--- src/rtl/sr_using_t.sv ---
`default_nettype none
// ============================================================================
// Module   : sr_using_t (with leaf t_ff)
// Purpose  : N-bit set/reset register whose storage is built solely from
//            T flip-flops. Per-bit excitation logic turns each S/R request
//            into a toggle. S=R=1 holds the bit and is flagged as illegal.
// Ports    : clk          - rising-edge clock
//            rst          - synchronous active-high reset (highest priority)
//            en           - update enable; gates state change and detection
//            s, r         - per-bit set / reset requests
//            err_clr      - clears err_sticky and err_cnt
//            q, qb        - register state and its complement
//            illegal_bits - registered mask of bits with s=r=1 (en=1)
//            illegal      - registered OR of illegal_bits
//            err_sticky   - set by any illegal event, held until cleared
//            err_cnt      - saturating count of cycles with an illegal bit
// Revision : 1.0 - initial release
// ============================================================================

// ----------------------------------------------------------------------------
// t_ff : single T flip-flop, synchronous active-high reset.
// ----------------------------------------------------------------------------
module t_ff (
    input  logic t,
    input  logic clk,
    input  logic rst,
    output logic q,
    output logic qb
);

    always_ff @(posedge clk) begin
        if (rst) begin
            q <= 1'b0;
        end else if (t) begin
            q <= ~q;
        end
    end

    assign qb = ~q;

endmodule

// ----------------------------------------------------------------------------
// sr_using_t : top level
// ----------------------------------------------------------------------------
module sr_using_t #(
    parameter int WIDTH = 4,
    parameter int CNT_W = 3
) (
    input  logic             clk,
    input  logic             rst,
    input  logic             en,
    input  logic [WIDTH-1:0] s,
    input  logic [WIDTH-1:0] r,
    input  logic             err_clr,
    output logic [WIDTH-1:0] q,
    output logic [WIDTH-1:0] qb,
    output logic [WIDTH-1:0] illegal_bits,
    output logic             illegal,
    output logic             err_sticky,
    output logic [CNT_W-1:0] err_cnt
);

    localparam logic [CNT_W-1:0] c_CNT_MAX = {CNT_W{1'b1}};

    logic [WIDTH-1:0] w_toggle;
    logic [WIDTH-1:0] illegal_bits_d, illegal_bits_q;
    logic             illegal_d, illegal_q;
    logic             err_sticky_d, err_sticky_q;
    logic [CNT_W-1:0] err_cnt_d, err_cnt_q;
    logic [CNT_W-1:0] w_cnt_base;

    // Storage: one T flip-flop per bit. A toggle is requested only when
    // the requested level differs from the current one, so S=R=1 holds.
    generate
        for (genvar i = 0; i < WIDTH; i++) begin : g_bits
            assign w_toggle[i] = en & ((s[i] & ~r[i] & ~q[i]) |
                                       (r[i] & ~s[i] &  q[i]));
            t_ff u_t_ff (
                .t   (w_toggle[i]),
                .clk (clk),
                .rst (rst),
                .q   (q[i]),
                .qb  (qb[i])
            );
        end
    endgenerate

    // Error bookkeeping. A clear in the same cycle as an illegal event is
    // applied first, so the event is still recorded (cnt=1, sticky=1).
    always_comb begin
        illegal_bits_d = {WIDTH{en}} & s & r;
        illegal_d      = |illegal_bits_d;
        w_cnt_base     = err_clr ? '0 : err_cnt_q;
        err_cnt_d      = w_cnt_base;
        if (illegal_d && (w_cnt_base != c_CNT_MAX)) begin
            err_cnt_d = w_cnt_base + CNT_W'(1);
        end
        err_sticky_d   = (err_sticky_q & ~err_clr) | illegal_d;
    end

    always_ff @(posedge clk) begin
        if (rst) begin
            illegal_bits_q <= '0;
            illegal_q      <= 1'b0;
            err_sticky_q   <= 1'b0;
            err_cnt_q      <= '0;
        end else begin
            illegal_bits_q <= illegal_bits_d;
            illegal_q      <= illegal_d;
            err_sticky_q   <= err_sticky_d;
            err_cnt_q      <= err_cnt_d;
        end
    end

    assign illegal_bits = illegal_bits_q;
    assign illegal      = illegal_q;
    assign err_sticky   = err_sticky_q;
    assign err_cnt      = err_cnt_q;

endmodule

`default_nettype wire
--- config.mk ---
export PLATFORM = sky130hd
export DESIGN_NAME = sr_using_t
export DESIGN_NICKNAME = d
export VERILOG_FILES = /design/src/rtl/sr_using_t.sv
export SDC_FILE = /design/constraint.sdc
export NUM_CORES = 1
export LEC_CHECK = 0
export BUFFER_PORTS_ARGS = -buffer_cell sky130_fd_sc_hd__buf_2
export CORE_MARGIN = 2
export CORE_UTILIZATION = 33
export DETAILED_ROUTE_END_ITERATION = 10
export PLACE_DENSITY_LB_ADDON = 0.12
export RECOVER_POWER = 50
export SLEW_MARGIN = 0
export SYNTH_ARGS = -nofsm -noshare
export SYNTH_HDL_FRONTEND = slang
export SYNTH_SLANG_ARGS = --single-unit
--- constraint.sdc ---
create_clock -name clk -period 3.32 [get_ports clk]
set_clock_uncertainty 0.1 [all_clocks]
set_input_delay 0.664 -clock clk [delete_from_list [all_inputs] [get_ports clk]]
set_output_delay 0.664 -clock clk [all_outputs]
set_load 0.01 [all_outputs]
==> impl_metrics.csv <==
group,metric,value,unit
pwr,irDropWorstVdd,0.000206,V
final_layout,final_nets,110,
final_layout,syn_to_final_growth,19.5,%
yosys,ys_warn_count,0,
critical_path,critPathLaunchType,"input port",
global_route,gr-total-overflow,0,
cts,cts_buffer_depth,2,
critical_path,critPathArrivalTime,1.90,ns
cts,numCtsBuffers,3,
drt,drc,0,
critical_path,cp_slowest_cell,"mux2_4",
critical_path,crit_type,"input port to flop",
cts,cts.sinks,13,
run,drv_cap,0,
place,portBuffers,28,
yosys,synthCells,72,
run_status,status,"complete, no violations",
pwr,total_power,0.316,mW
cts,cts-root-buf,"clkbuf_4",
yosys,synthArstFlopShare,0,%
cts,clk_latency,0.27,ns
global_route,grt_util_all_layers,12.4,%
timing,fmax,547,MHz
place,pre_cts_ws,1.20,ns
yosys,synth_top_area_share,40.5,%
global_route,grt_pass1_wl,1870,um
timing,timing.final.crit_share,55.0,%
critical_path,cpPeakStageDelay,0.33,ns
floorplan,initial_core_util,36.1,%
cts,path_clk_slew,0.08,ns
critical_path,crit_top_cell,"ha_1",
cts,cts_setup_buffers,0,
yosys,synth_seq_cells,13,
yosys,synth_fp_nets,86,
pwr,p_per_area,411,nW/um2
floorplan,die_w,48.1,um
timing,setup_viol,0,
timing,fin_ws,1.49,ns
drt,drt-pass1-iter-count,1,
final_layout,design_area,768,um2
critical_path,crit_fanout,4,
yosys,synth_area_leaders,"dfxtp_1 40%, buf_4 9.3%, a21oi_1 7.0%",
critical_path,crit_required,3.39,ns
floorplan,rows,15,
drt,drt-total-wl,1210,um
yosys,yosysMostFrequentCell,"dfxtp_1",
cts,cts_tree,"yes",
drt,wl_per_cell,10.1,um
place,place_congestion,0.719,
drt,viasPerCell,4.35,
cts,cts_hold_buf,0,
pwr,leakage,0.334,nW
final_layout,antenna-diode-count,0,
drt,vias,522,
timing,worstMarginPinSlew,0.496,ns
global_route,grt_max_degree,13,
timing,hold_viol_final,0,
yosys,yosysTopAreaCell,"dfxtp_1",
timing,min_period,1.83,ns
floorplan,io_pins,29,
floorplan,die_h,48.1,um
yosys,synth_cell_types,20,
cts,post_cts_resized,0,
timing,tns,0,ns
timing,drv_slew,0,
floorplan,core_area,1780,um2
final_layout,layout-drive-gt1-share,32.6,%
yosys,netlist_top_cells_count,"13 x dfxtp_1, 9 x a21oi_1, 8 x buf_4",
floorplan,dieArea,2320,um2
yosys,postSynthAreaPerCell,8.93,um2
place,hpwl,942,um
timing,slew_headroom,66.9,%
yosys,ys.flop_type,"dfxtp_1",
global_route,grt_pass1_vias,449,
critical_path,cp-end-kind,"flop",
global_route,antenna_found_initial,0,
place,place_area,751,um2
drt,first_iter_violations,0,
yosys,netlist_area,643,um2
yosys,synth_edf_count,0,
critical_path,crit_chain,"buf_2, nor2b_1, ha_1, ha_1, a311oi_4, mux2_4",
worst_hold_path,hp-class,"flop to flop",
timing,rsz0062_at_grt,"no",
yosys,ys_seq_area_share,40.5,%
drt,antenna_left,0,
cts,htree_levels,1,
[flip-flops by register name (all words and copies together), names as in the netlist]
register         cells
g_bits.u_t_ff.q      4
illegal_bits         4
err_cnt              3
err_sticky           1
illegal              1
[area by class of cell]
| type | instances | area, um2 |
|---|---|---|
| multi-input combinational | 45 | 300 |
| fill | 190 | 1010 |
| tap | 25 | 31.3 |
| sequential | 13 | 260 |
| timing repair buffer | 28 | 131 |
| inverter | 5 | 18.8 |
| clock buffer | 4 | 26.3 |
[cells by family (layout without fill, tap and decap cells)]
| kind of cell | after synthesis | count (layout) | synth area share [%] |
|---|---|---|---|
| AOI/OAI and AO/OA | 17 | 17 | 18.5 |
| adders and majority gates | 2 | 2 | 3.89 |
| buffers and inverters | 14 | 37 | 12.8 |
| DFF | 13 | 13 | 40.5 |
| muxes | 3 | 3 | 5.45 |
| and+or+nand+nor | 23 | 23 | 18.9 |
[path summary, 6_finish.rpt]
check,start,end,cells past startpoint,slack [ns]
worst max-delay path,err_clr,err_cnt[0]$_SDFF_PP0_,6,1.49
worst min-delay path,err_sticky$_SDFF_PP0_,err_sticky$_SDFF_PP0_,2,0.37
worst max register to register,err_cnt[1]$_SDFF_PP0_,err_cnt[0]$_SDFF_PP0_,5,1.60
worst min register to register,err_sticky$_SDFF_PP0_,err_sticky$_SDFF_PP0_,2,0.37
[where the power goes]
group,internal [mW],switching (mW),leakage (nW)
Combinational,0.0251,0.0288,0.213
Sequential,0.163,0.00409,0.106
Clock,0.0466,0.0482,0.0150
Total,0.235,0.0811,0.334
[through the flow]
step / utilization, % / std cells / hold WS [ns]
after detailed placement: 42.1 / 116 / 0.365
final: 43.1 / 120 / 0.373
after CTS: 43.6 / 120 / 0.379
after floorplan: - / 72 / 0.380
after global placement: 42.1 / 116 / 0.368
after global routing: 43.1 / 120 / 0.410
[per-layer routing]
layer  GRT usage (%)  share of wire [%]  up-vias
li1                -                  -      276
met1            13.1                 43      224
met2            20.0                 48       17
met3            5.56                7.1        5
met4            8.11                2.5        0
met5               0                  0        -
[critical path, delay by kind of cell]
kind	cells	cell delay, ns
AOI/OAI and AO/OA	1	0.31
adders and majority gates	2	0.43
buffers and inverters	1	0.11
muxes	1	0.33
and+or+nand+nor	1	0.06
[layout by cell type, fill, tap and decap left out]
| cell | synthesis | layout |
|---|---|---|
| o21ai_0 | 4 | 4 |
| buf_2 | 0 | 21 |
| clkbuf_1 | 1 | 8 |
| inv_1 | 4 | 5 |
| a22oi_2 | 1 | 1 |
| a31o_2 | 1 | 1 |
| a31oi_1 | 1 | 1 |
| a311oi_4 | 1 | 1 |
| nand2_1 | 4 | 4 |
| nor2_1 | 5 | 5 |
| mux2i_1 | 2 | 2 |
| mux2_4 | 1 | 1 |
| nor2b_1 | 4 | 4 |
| or2_0 | 1 | 1 |
| dfxtp_1 | 13 | 13 |
| clkbuf_4 | 0 | 3 |
| ha_1 | 2 | 2 |
| or2_2 | 3 | 3 |
| a21oi_1 | 9 | 9 |
| nand2b_1 | 6 | 6 |
(Power assumes the default switching activity.)
